[src/rtl/fifo_pkg.sv]
// Shared helpers for the multichannel FIFO: width calculations and the
// flat storage address used to map a channel's ring buffer into one SRAM.
`timescale 1ns/1ps

package fifo_pkg;

    // Width of a channel index; a single channel still gets a one-bit index.
    function automatic int ch_width(input int channels);
        return (channels > 1) ? $clog2(channels) : 1;
    endfunction

    // Width of an occupancy counter that must be able to hold 0..depth.
    function automatic int count_width(input int depth);
        return $clog2(depth + 1);
    endfunction

    // Width of a ring pointer that walks 0..depth-1.
    function automatic int ptr_width(input int depth);
        return (depth > 2) ? $clog2(depth) : 1;
    endfunction

    // Each channel owns a contiguous block of depth words in the shared SRAM.
    function automatic int unsigned calc_addr(input int unsigned channel,
                                              input int unsigned ptr,
                                              input int unsigned depth);
        return channel * depth + ptr;
    endfunction

endpackage

[src/rtl/sram_dualport.sv]
// Simple dual-port storage: one write port, one read port, registered read.
// A read and a write to the same address in one cycle return the old word.
`timescale 1ns/1ps

module sram_dualport #(
    parameter int WIDTH  = 10,
    parameter int WORDS  = 60,
    parameter int ADDR_W = 6
) (
    input  logic              clk,
    input  logic              rst,
    input  logic              wr_en,
    input  logic [ADDR_W-1:0] wr_addr,
    input  logic [WIDTH-1:0]  wr_data,
    input  logic              rd_en,
    input  logic [ADDR_W-1:0] rd_addr,
    output logic [WIDTH-1:0]  rd_data
);

    logic [WIDTH-1:0] mem [WORDS];

    // Array write; contents are deliberately left uninitialised on reset.
    always_ff @(posedge clk) begin
        if (wr_en) begin
            mem[wr_addr] <= wr_data;
        end
    end

    // Registered read port; the output holds its value between reads.
    always_ff @(posedge clk or posedge rst) begin
        if (rst) begin
            rd_data <= '0;
        end else if (rd_en) begin
            rd_data <= mem[rd_addr];
        end
    end

endmodule

[src/rtl/fifo_multichannel.sv]
// Multichannel FIFO: CHANNELS independent in-order queues sharing one SRAM.
// Pointers, counts, flags and error pulses live here; storage is external.
`timescale 1ns/1ps

module fifo_multichannel
    import fifo_pkg::*;
#(
    parameter int WIDTH     = 10,
    parameter int DEPTH     = 15,
    parameter int CHANNELS  = 4,
    parameter int AFULL_THR = DEPTH - 2
) (
    input  logic                            clk_i,
    input  logic                            rst_i,
    input  logic                            wr_en_i,
    input  logic [ch_width(CHANNELS)-1:0]   wr_ch_i,
    input  logic [WIDTH-1:0]                data_i,
    input  logic                            rd_en_i,
    input  logic [ch_width(CHANNELS)-1:0]   rd_ch_i,
    output logic [WIDTH-1:0]                data_o,
    output logic                            rd_valid_o,
    output logic [ch_width(CHANNELS)-1:0]   rd_ch_o,
    output logic [CHANNELS-1:0]             empty_o,
    output logic [CHANNELS-1:0]             full_o,
    output logic [CHANNELS-1:0]             almost_full_o,
    output logic                            overflow_o,
    output logic                            underflow_o
);

    localparam int CH_W   = ch_width(CHANNELS);
    localparam int CNT_W  = count_width(DEPTH);
    localparam int PTR_W  = ptr_width(DEPTH);
    localparam int WORDS  = CHANNELS * DEPTH;
    localparam int ADDR_W = $clog2(WORDS);

    localparam logic [CH_W:0]    CH_LIMIT  = (CH_W + 1)'(CHANNELS);
    localparam logic [CNT_W-1:0] FULL_CNT  = CNT_W'(DEPTH);
    localparam logic [CNT_W-1:0] AFULL_CNT = CNT_W'(AFULL_THR);
    localparam logic [PTR_W-1:0] LAST_PTR  = PTR_W'(DEPTH - 1);

    logic [PTR_W-1:0]  wr_ptr     [CHANNELS];
    logic [PTR_W-1:0]  rd_ptr     [CHANNELS];
    logic [CNT_W-1:0]  count      [CHANNELS];
    logic [CNT_W-1:0]  count_next [CHANNELS];

    logic              wr_ch_ok;
    logic              rd_ch_ok;
    logic [CH_W-1:0]   wr_idx;
    logic [CH_W-1:0]   rd_idx;
    logic              wr_accept;
    logic              rd_accept;
    logic [CHANNELS-1:0] wr_sel;
    logic [CHANNELS-1:0] rd_sel;
    logic [ADDR_W-1:0] wr_addr;
    logic [ADDR_W-1:0] rd_addr;

    // Ring pointer advance that wraps at DEPTH, which need not be a power of two.
    function automatic logic [PTR_W-1:0] bump(input logic [PTR_W-1:0] p);
        return (p == LAST_PTR) ? '0 : p + PTR_W'(1);
    endfunction

    // Request decode: range-check channels, then accept reads before writes so
    // a full channel can take a write when it is also being read this cycle.
    always_comb begin
        wr_ch_ok  = ({1'b0, wr_ch_i} < CH_LIMIT);
        rd_ch_ok  = ({1'b0, rd_ch_i} < CH_LIMIT);
        wr_idx    = wr_ch_ok ? wr_ch_i : '0;
        rd_idx    = rd_ch_ok ? rd_ch_i : '0;
        rd_accept = rd_en_i && rd_ch_ok && !empty_o[rd_idx];
        wr_accept = wr_en_i && wr_ch_ok &&
                    (!full_o[wr_idx] || (rd_accept && (rd_idx == wr_idx)));
        wr_sel    = '0;
        rd_sel    = '0;
        if (wr_accept) begin
            wr_sel[wr_idx] = 1'b1;
        end
        if (rd_accept) begin
            rd_sel[rd_idx] = 1'b1;
        end
        wr_addr = ADDR_W'(calc_addr(32'(wr_idx), 32'(wr_ptr[wr_idx]), DEPTH));
        rd_addr = ADDR_W'(calc_addr(32'(rd_idx), 32'(rd_ptr[rd_idx]), DEPTH));
    end

    // Next occupancy per channel; a simultaneous push and pop cancel out.
    always_comb begin
        for (int c = 0; c < CHANNELS; c++) begin
            count_next[c] = count[c];
            if (wr_sel[c] && !rd_sel[c]) begin
                count_next[c] = count[c] + CNT_W'(1);
            end else if (rd_sel[c] && !wr_sel[c]) begin
                count_next[c] = count[c] - CNT_W'(1);
            end
        end
    end

    // Write and read pointers advance only on accepted operations.
    always_ff @(posedge clk_i or posedge rst_i) begin
        if (rst_i) begin
            for (int c = 0; c < CHANNELS; c++) begin
                wr_ptr[c] <= '0;
                rd_ptr[c] <= '0;
            end
        end else begin
            for (int c = 0; c < CHANNELS; c++) begin
                if (wr_sel[c]) begin
                    wr_ptr[c] <= bump(wr_ptr[c]);
                end
                if (rd_sel[c]) begin
                    rd_ptr[c] <= bump(rd_ptr[c]);
                end
            end
        end
    end

    // Occupancy counters.
    always_ff @(posedge clk_i or posedge rst_i) begin
        if (rst_i) begin
            for (int c = 0; c < CHANNELS; c++) begin
                count[c] <= '0;
            end
        end else begin
            for (int c = 0; c < CHANNELS; c++) begin
                count[c] <= count_next[c];
            end
        end
    end

    // Status flags are registered from the post-edge occupancy.
    always_ff @(posedge clk_i or posedge rst_i) begin
        if (rst_i) begin
            empty_o       <= '1;
            full_o        <= '0;
            almost_full_o <= '0;
        end else begin
            for (int c = 0; c < CHANNELS; c++) begin
                empty_o[c]       <= (count_next[c] == '0);
                full_o[c]        <= (count_next[c] == FULL_CNT);
                almost_full_o[c] <= (count_next[c] >= AFULL_CNT);
            end
        end
    end

    // One-cycle error pulses for rejected requests.
    always_ff @(posedge clk_i or posedge rst_i) begin
        if (rst_i) begin
            overflow_o  <= 1'b0;
            underflow_o <= 1'b0;
        end else begin
            overflow_o  <= wr_en_i && !wr_accept;
            underflow_o <= rd_en_i && !rd_accept;
        end
    end

    // Read-side qualifiers line up with the SRAM's one-cycle read latency.
    always_ff @(posedge clk_i or posedge rst_i) begin
        if (rst_i) begin
            rd_valid_o <= 1'b0;
            rd_ch_o    <= '0;
        end else begin
            rd_valid_o <= rd_accept;
            if (rd_accept) begin
                rd_ch_o <= rd_idx;
            end
        end
    end

    sram_dualport #(
        .WIDTH  (WIDTH),
        .WORDS  (WORDS),
        .ADDR_W (ADDR_W)
    ) u_sram (
        .clk     (clk_i),
        .rst     (rst_i),
        .wr_en   (wr_accept),
        .wr_addr (wr_addr),
        .wr_data (data_i),
        .rd_en   (rd_accept),
        .rd_addr (rd_addr),
        .rd_data (data_o)
    );

endmodule

[config.mk]
export PLATFORM = sky130hd
export DESIGN_NAME = fifo_multichannel
export DESIGN_NICKNAME = d
export VERILOG_FILES = /design/src/rtl/fifo_pkg.sv /design/src/rtl/sram_dualport.sv /design/src/rtl/fifo_multichannel.sv
export SDC_FILE = /design/constraint.sdc
export NUM_CORES = 1
export LEC_CHECK = 0
export CAP_MARGIN = 5
export CORE_ASPECT_RATIO = 1.25
export CORE_MARGIN = 4
export CORE_UTILIZATION = 45
export DETAILED_ROUTE_END_ITERATION = 12
export GPL_TIMING_DRIVEN = 0
export PLACE_DENSITY = 0.6
export SYNTH_ARGS = -nofsm -noshare
export SYNTH_HDL_FRONTEND = slang
export SYNTH_SLANG_ARGS = --single-unit
[constraint.sdc]
create_clock -name clk_i -period 9.35 [get_ports clk_i]
set_input_delay 1.87 -clock clk_i [delete_from_list [all_inputs] [get_ports clk_i]]
set_output_delay 1.87 -clock clk_i [all_outputs]
set_load 0.1 [all_outputs]
Yosys cells after proc, flatten, opt, wreduce, memory -nomap -nowiden. Memories as Yosys holds them, arrays and structs flattened. A register that Yosys moved wholly into a read port is not among the register bits. Cells that the tools add are included.

Register bits after elaboration: 65. Bits in writable memories: 600. Input bits: 18. Output and inout port bits: 27. Word-level logic and storage cells: 131. Memories: 1.

Add/subtract/negate cells: 18. Multiply operators: 2. Order comparisons: 10. Eq/ne operators: 13. Multiplexer cells: 34. Bitwise gates (word level): 2. Reductions and logical operators: 32.

Memories: u_sram.mem (depth 60, width 10, read ports 1, clocked after Yosys merged registers in 1, wr ports 1, RTL line sram_dualport.sv:20) `logic [WIDTH-1:0] mem [WORDS];`.

Operators with widths (count): $mux W4 (22); $add A4 B1 Y4 const B (12); $eq A4 B4 Y1 const B (12); $bmux W4 S2 (2); $ge A4 B4 Y1 const B (4); $logic_not A4 Y1 (4); $sub A4 B1 Y4 const B (4); $logic_and A1 B1 Y1 (15); $add A6 B4 Y6 (2); $logic_not A1 Y1 (12); $mul A2 B4 Y6 const B (2); $ge A3 B3 Y1 const B (2); $lt A2 B3 Y1 const B (2); $mux W1 (6); $not A2 Y3 (2); $bmux W1 S2 (2); $demux W1 S2 (2); $ge A2 B1 Y1 const B (2); $eq A2 B2 Y1 (1); $logic_or A1 B1 Y1 (1).

Depth between registers and ports, before layout. Gate-level depths: netlist of the first run.

Depth after elaboration: 13. Mapped depth: 15. Depth with buffers taken out: 13.

Hierarchy. Synthesis of the first run repeated with hierarchy kept, for this count alone.

Cells, all modules: 1573. Area total of the unflattened synthesis: 27995.6 um2.

Modules (own cells, without submodules): sram_dualport (times used 1, cells an instance 1154, area each 23821.6 um2); fifo_multichannel (times used 1, cells an instance 419, area each 4174.0 um2).

Least setup slack after synthesis of the first run. Ideal clock, no wire load.

Path kind: input to register. Start point: input port rd_ch_i[0]. End point: register u_sram.rd_data[0] (read register of u_sram.mem). Arrival: 5213 ps. Path slack: 3987 ps. Stages: 13. Cell sequence: buf_4 > mux4_2 > inv_1 > fa_1 > inv_1 > ha_1 > inv_1 > fa_1 > xor2_1 > buf_2 > mux4_2 > a211oi_1 > a211oi_1.

Cells in the longest elaborated chain, start to end: 5. Elaborated cells between the ends (all ways): 10.

RTL lines: start, declared (RTL line fifo_multichannel.sv:19) `input logic [ch_width(CHANNELS)-1:0] rd_ch_i,`; parallel branches: the longest is 5 deep, another holds $mul A2 B4 Y6; end, declared (RTL line sram_dualport.sv:17) `output logic [WIDTH-1:0] rd_data`.

Parallel ways; which one is timed is not known. The select of a mux whose other input is x is not followed. A chain may end at the register's enable or synchronous reset.

Worst setup path in the final report of the first run.
Start point: input port rd_ch_i[0]. End point: register u_sram.rd_data[2] (read register of u_sram.mem).

The elaborated chain is that of the path after synthesis.

==> results of run 1 <==
sequential cells by signal, indices dropped and copies added (netlist names):
register        cells
rd_ch_o             2
count              16
wr_ptr             16
almost_full_o       4
empty_o             4
rd_ptr             16
u_sram.mem        600
underflow_o         1
full_o              4
u_sram.rd_data     10
overflow_o          1
rd_valid_o          1
power by group through the flow:
stage          clock network, W  registers [W]  logic, W
4_1_cts                 0.00268        0.00381   0.00456
5_1_grt                 0.00281        0.00384   0.00476
6_report                0.00261        0.00381   0.00451
2_1_floorplan                 0        0.00412   0.00276
3_3_place_gp                  0        0.00386   0.00450
3_5_place_dp                  0        0.00386   0.00456
worst min path at each step:
stage,from,end,slack [ns]
finish,rd_ch_o[1],rd_ch_o[1],0.48
global route,rd_ch_o[1],rd_ch_o[1],0.50
CTS,rd_ch_o[1],rd_ch_o[1],0.49
detailed placement,rd_ch_o[1],rd_ch_o[1],0.48
global placement,rd_ch_o[1],rd_ch_o[1],0.47
floorplan,count[11],count[11],0.48
worst register-to-register path: cells and delay by family (launching register included):
family	cells	cell delay [ns]
adder cells (fa/ha/maj)	3	1.20
AO/OA/AOI/OAI	1	0.13
buffers and inverters	6	1.57
multiplexers	3	1.32
flip-flops	1	0.45
per-layer routing:
metal	share of wire [%]	routed length (um)	vias up	GRT usage [%]
met5	0	0	-	0
met4	3.1	1980	0	6.82
met3	4.9	3110	107	2.75
met2	51	32000	394	32.8
met1	41	25900	7291	25.9
li1	-	-	6040	-
through the flow:
step / total power (W) / hold slack (ns) / util [%] / worst slack [ns]
floorplan: 0.00688 / 0.476 / - / 3.99
global placement: 0.00835 / 0.468 / 47.8 / 2.10
detailed placement: 0.00842 / 0.475 / 48.2 / 2.03
CTS: 0.0110 / 0.489 / 51.6 / 2.66
global route: 0.0114 / 0.502 / 51.6 / 2.41
finish: 0.0109 / 0.479 / 51.6 / 2.66
cells in the mapped netlist, types with 7 or more instances:
cell type | number | area (um2)
mux4_2 | 189 | 4260
a21oi_1 | 25 | 125
dfrtp_1 | 71 | 1780
inv_1 | 40 | 150
buf_2 | 28 | 140
ha_1 | 26 | 325
o31ai_1 | 9 | 67.6
xnor2_1 | 15 | 131
buf_4 | 10 | 75.1
edfxtp_1 | 600 | 18000
a21o_1 | 15 | 113
o21ai_0 | 38 | 190
xor2_1 | 9 | 78.8
nor2_1 | 98 | 368
a311oi_1 | 10 | 87.6
o211ai_1 | 7 | 52.6
nor3_1 | 15 | 75.1
a211oi_1 | 29 | 218
clkbuf_1 | 14 | 52.6
fa_1 | 8 | 160
nand2_1 | 55 | 206
mux2i_1 | 23 | 230
nand3_1 | 30 | 150
cells by family after synthesis:
group                      Yosys count  synth area share (%)
AOI/OAI and AO/OA                  153                  3.76
xor gates and xnor gates            24                 0.761
adders and majority gates           34                  1.76
buffers and inverters              100                  1.68
DFF                                675                  72.1
muxes                              213                  16.3
and+or+nand+nor                    229                  3.68
layout make-up:
class                   instances  area share (%)
plain buffers                  59           0.985
clock buffers                  87            5.86
clock inverters                29           0.830
inverters                      41           0.499
multi-input cells             653            23.1
flip-flops and latches        675            63.4
well taps                     824            3.29
repair buffers                 55            1.99
==> flow_summary.json, run 1 <==
{
  "arrival_ns": 7.11,
  "post-cts-setup-buffers": 0,
  "synthToLayoutAreaGrowth_pct": 13.6,
  "port_buffers": 44,
  "layout-drive-gt1-share_pct": 21.9,
  "via_per_inst": 5.71,
  "grt_util_all_layers_pct": 19.3,
  "postRouteAntennaNets": 0,
  "rr_worst_depth": 13,
  "cts_tree": "done",
  "clk_pin_slew_worst_paths_ns": 0.06,
  "cts-hold-fix-buffers": 0,
  "hpwlAfterDp_um": 42800,
  "clock_skew_ns": 0.0189,
  "clkLatencyLatePin_ns": 0.60,
  "postCtsResizedCells": 0,
  "die-area_um2": 65400,
  "r2r_slack_ns": 4.52,
  "fin_setup_tns_ns": 0,
  "reg2reg_to": "u_sram.rd_data[2]",
  "vdd_drop_max_mv": 0.242,
  "dr.pass1.iters": 5,
  "final_cell_mix": "edfxtp_1, mux4_2, nor2_1",
  "stdcell_count": 2423,
  "fmax_mhz": 150,
  "cts_sinks": 675,
  "cts_buffers": 70,
  "grt_pass1_vias": 14200,
  "critPathKind": "input pin to flop",
  "coreArea_um2": 60800,
  "ios": 45,
  "netlist_area_um2": 27600,
  "cpLargestDelayFamily": "buffers and inverters",
  "route.detailed.drc": 0,
  "wl_per_cell_um": 26.0,
  "htree_num_levels": 3,
  "relSlewSlack_pct": 24.9,
  "placed_cell_area_um2": 29300,
  "num-fill-cells": 4858,
  "critPathMaxFanout": 10,
  "diodes": 0,
  "grt_antenna_before_repair": 0,
  "endpoint": "u_sram.rd_data[2]",
  "fp.dieW_um": 230,
  "hold_depth": 2,
  "p_sw_share_pct": 36.6,
  "r2r-start": "rd_ptr[1]",
  "path_buf_inv": 8,
  "ff_latch_area_um2": 19900,
  "gp_congestion": 0.927,
  "start_util_pct": 45.4,
  "seq_power_share_pct": 34.8,
  "yosys_warnings": 0,
  "outcome": "finished clean",
  "grt_pass1_wl_um": 94100,
  "seq_area_frac_synth_pct": 72.1,
  "maxCapViolations": 0,
  "synth_nets": 1480,
  "final_common_cell": "edfxtp_1",
  "power_density_nw_per_um2": 349,
  "period_needed_ns": 6.69,
  "wl_um": 63000,
  "max_stage_delay_ns": 0.73,
  "gr-total-overflow": 0,
  "critPathLaunch": "rd_ch_i[0]",
  "synth_edf_count": 600,
  "hold_violations": 0,
  "first_iter_violations": 1199,
  "crit_chain": "clkdlybuf4s50_1 > buf_4 > mux4_2 > inv_1 > fa_1 > inv_1 > ha_1 > inv_1 > fa_1 > buf_2 > buf_2 > clkbuf_1 > mux4_2 > mux2i_1 > a211oi_1",
  "power_frac_comb_pct": 41.3,
  "nets": 1607,
  "async_flop_share_pct": 11.1,
  "endpoint_kind": "flop",
  "power.switching_w": 0.00400,
  "cts-root-buf": "clkbuf_16",
  "dpl.cell_count": 2307,
  "synth-main-ff-cell": "edfxtp_1",
  "fin_crit_sh_pct": 71.5,
  "chipHeight_um": 285,
  "maxSlewViolCount": 0,
  "fin_area_um2": 31400,
  "vias": 13800,
  "cp.depth": 15,
  "grt_max_degree": 61,
  "rsz0062_at_grt": "no",
  "netlist-cell-type-count": 50,
  "setup_viol": 0,
  "clk_path_buf_depth": 3,
  "syn-instance-count": 1428,
  "synth_seq_cells": 675,
  "crit_top_cell": "inv_1",
  "crit_slowest_cell": "clkdlybuf4s50_1",
  "syn_area_per_cell_um2": 19.3,
  "internal_power_w": 0.00694,
  "power_frac_clock_pct": 23.9,
  "min_path_type": "flop to flop",
  "leakage_nw": 10.3,
  "std_cell_rows": 101,
  "tightest_slew_ns": 1.12,
  "multiInputGateArea_um2": 7250,
  "critPathLaunchType": "input pin",
  "required_ns": 9.78
}
Power figures use the tool's default switching activity.
==> run 2, diff against run 1 <==
==> constraint.sdc (replaced) <==
create_clock -name clk_i -period 6.3 [get_ports clk_i]
set_input_delay 1.26 -clock clk_i [delete_from_list [all_inputs] [get_ports clk_i]]
set_output_delay 1.26 -clock clk_i [all_outputs]
set_load 0.1 [all_outputs]
==> flow_summary.json, run 2 (synthesis results as in run 1) <==
{
  "outcome": "finished clean",
  "largest_reg_flops": 600,
  "vias": 13800,
  "cts_sinks": 675,
  "min_path_type": "flop to flop",
  "leakage_nw": 10.3,
  "cts_buffers": 70,
  "fin_crit_sh_pct": 95.5,
  "synthToLayoutAreaGrowth_pct": 13.6,
  "top_layer_used": "met4",
  "r2r_slack_ns": 1.54,
  "wl_um": 63000,
  "layout-drive-gt1-share_pct": 22.0,
  "cts_tree": "done",
  "postRouteAntennaNets": 0,
  "cts-root-buf": "clkbuf_16",
  "grt_max_degree": 61,
  "relSlewSlack_pct": 25.0,
  "hpwlAfterDp_um": 42800,
  "fmax_mhz": 166,
  "gr-total-overflow": 0,
  "nets": 1607,
  "setup_viol": 0,
  "arrival_ns": 6.45,
  "post-cts-setup-buffers": 0,
  "clk_path_buf_depth": 3,
  "start_util_pct": 45.4,
  "coreArea_um2": 60800,
  "port_buffers": 44,
  "cts-hold-fix-buffers": 0,
  "hold_violations": 0,
  "fin_util_pct": 51.6,
  "power_density_nw_per_um2": 518,
  "rsz0062_at_grt": "no",
  "wl_per_cell_um": 26.0,
  "clock_skew_ns": 0.0195,
  "dp_slack_ns": -0.405,
  "via_per_inst": 5.71,
  "critPathMaxFanout": 10,
  "diodes": 0,
  "maxSlewViolCount": 0,
  "first_iter_violations": 1199,
  "grt_util_all_layers_pct": 19.3,
  "critPathLaunchType": "input pin",
  "multiInputGateArea_um2": 7250,
  "ios": 45,
  "std_cell_rows": 101,
  "period_needed_ns": 6.02,
  "met1Wirelength_um": 26000,
  "num-fill-cells": 4857,
  "chipHeight_um": 285,
  "routed-wl-met2_um": 32000,
  "die-area_um2": 65400,
  "placed_cell_area_um2": 29300,
  "fin_area_um2": 31400,
  "top_register": "u_sram.mem",
  "gp_congestion": 0.927,
  "p_total_w": 0.0162,
  "vdd_drop_max_mv": 0.359,
  "dr.pass1.iters": 5,
  "grt_antenna_before_repair": 0,
  "setup_ws_ns": 0.282,
  "critPathKind": "input pin to flop",
  "wl_met3_um": 3080,
  "postCtsResizedCells": 0,
  "required_ns": 6.73,
  "clk_pin_slew_worst_paths_ns": 0.06,
  "grt_pass1_wl_um": 94100,
  "final_cell_mix": "edfxtp_1, mux4_2, nor2_1",
  "fp.dieW_um": 230,
  "clkLatencyLatePin_ns": 0.60,
  "htree_num_levels": 3,
  "tightest_slew_ns": 1.12,
  "final_common_cell": "edfxtp_1",
  "route.detailed.drc": 0,
  "endpoint_kind": "flop",
  "maxCapViolations": 0,
  "grt_pass1_vias": 14200,
  "whs_ns": 0.479,
  "ff_latch_area_um2": 19900
}
run 2: changes by cell type in the layout (fill, tap and decap cells not counted):
cell,change
clkbuf_1,-1
clkbuf_2,+1
run 2: worst paths after layout:
check,start,end,cells past startpoint
min,rd_ch_o[1],rd_ch_o[1],2
min reg2reg,rd_ch_o[1],rd_ch_o[1],2
min in group asynchronous,rst_i,rd_ptr[13],2
max,rd_ch_i[0],u_sram.rd_data[0],15
max in group asynchronous,rst_i,empty_o[3],3
max reg2reg,rd_ptr[1],u_sram.rd_data[0],13
run 2: power breakdown:
part	leakage (nW)	switching, W	internal [W]
Sequential	6.32	0.000328	0.00532
Combinational	2.97	0.00399	0.00272
Clock	1.02	0.00162	0.00226
run 2: layout make-up:
| cell class | count | share of cell area (%) |
|---|---|---|
| tap | 824 | 3.29 |
| timing repair buffer | 55 | 1.99 |
| multi-input combinational | 653 | 23.1 |
| buffer | 59 | 0.989 |
| clock buffer | 87 | 5.86 |
| inverter | 41 | 0.499 |
| sequential | 675 | 63.4 |
| clock inverter | 29 | 0.830 |
run 2: per-layer routing:
layer | vias up | track usage, %
li1 | 6040 | -
met1 | 7296 | 25.9
met2 | 392 | 32.8
met3 | 107 | 2.75
met4 | 0 | 6.82
met5 | - | 0
run 2: critical path, cell delays in order:
cell and delay (ns):
clkdlybuf4s50_1 0.73, buf_4 0.28, mux4_2 0.51, inv_1 0.08
fa_1 0.40, inv_1 0.08, ha_1 0.17, inv_1 0.07
fa_1 0.63, buf_2 0.35, buf_2 0.39, clkbuf_1 0.60
mux4_2 0.45, mux2i_1 0.32, a211oi_1 0.13
run 2: through the flow:
| step | std cells | TNS [ns] |
|---|---|---|
| floorplan | 1428 | 0 |
| global placement | 2296 | -8.01 |
| detailed placement | 2307 | -11.49 |
| CTS | 2423 | 0 |
| global route | 2423 | 0 |
| finish | 2423 | 0 |
==> run 3, diff against run 2 <==
==> constraint.sdc (replaced) <==
create_clock -name clk_i -period 6.3 [get_ports clk_i]
set_input_delay 0.63 -clock clk_i [delete_from_list [all_inputs] [get_ports clk_i]]
set_output_delay 0.63 -clock clk_i [all_outputs]
set_load 0.1 [all_outputs]
==> results of run 3 <==
Same layout as run 1 (identical final DEF). Status: finished clean.
Main changes from that run: setup slack after placement 2.03 ns -> 0.225 ns; setup slack after layout 2.66 ns -> 0.852 ns; hold slack 0.479 ns -> 0.322 ns; register-to-register setup slack 4.52 ns -> 1.47 ns; end point of the worst hold path rd_ch_o[1] -> u_sram.mem[26][0]; total power 0.0109 W -> 0.0162 W; worst IR drop on VDD 0.242 mV -> 0.359 mV
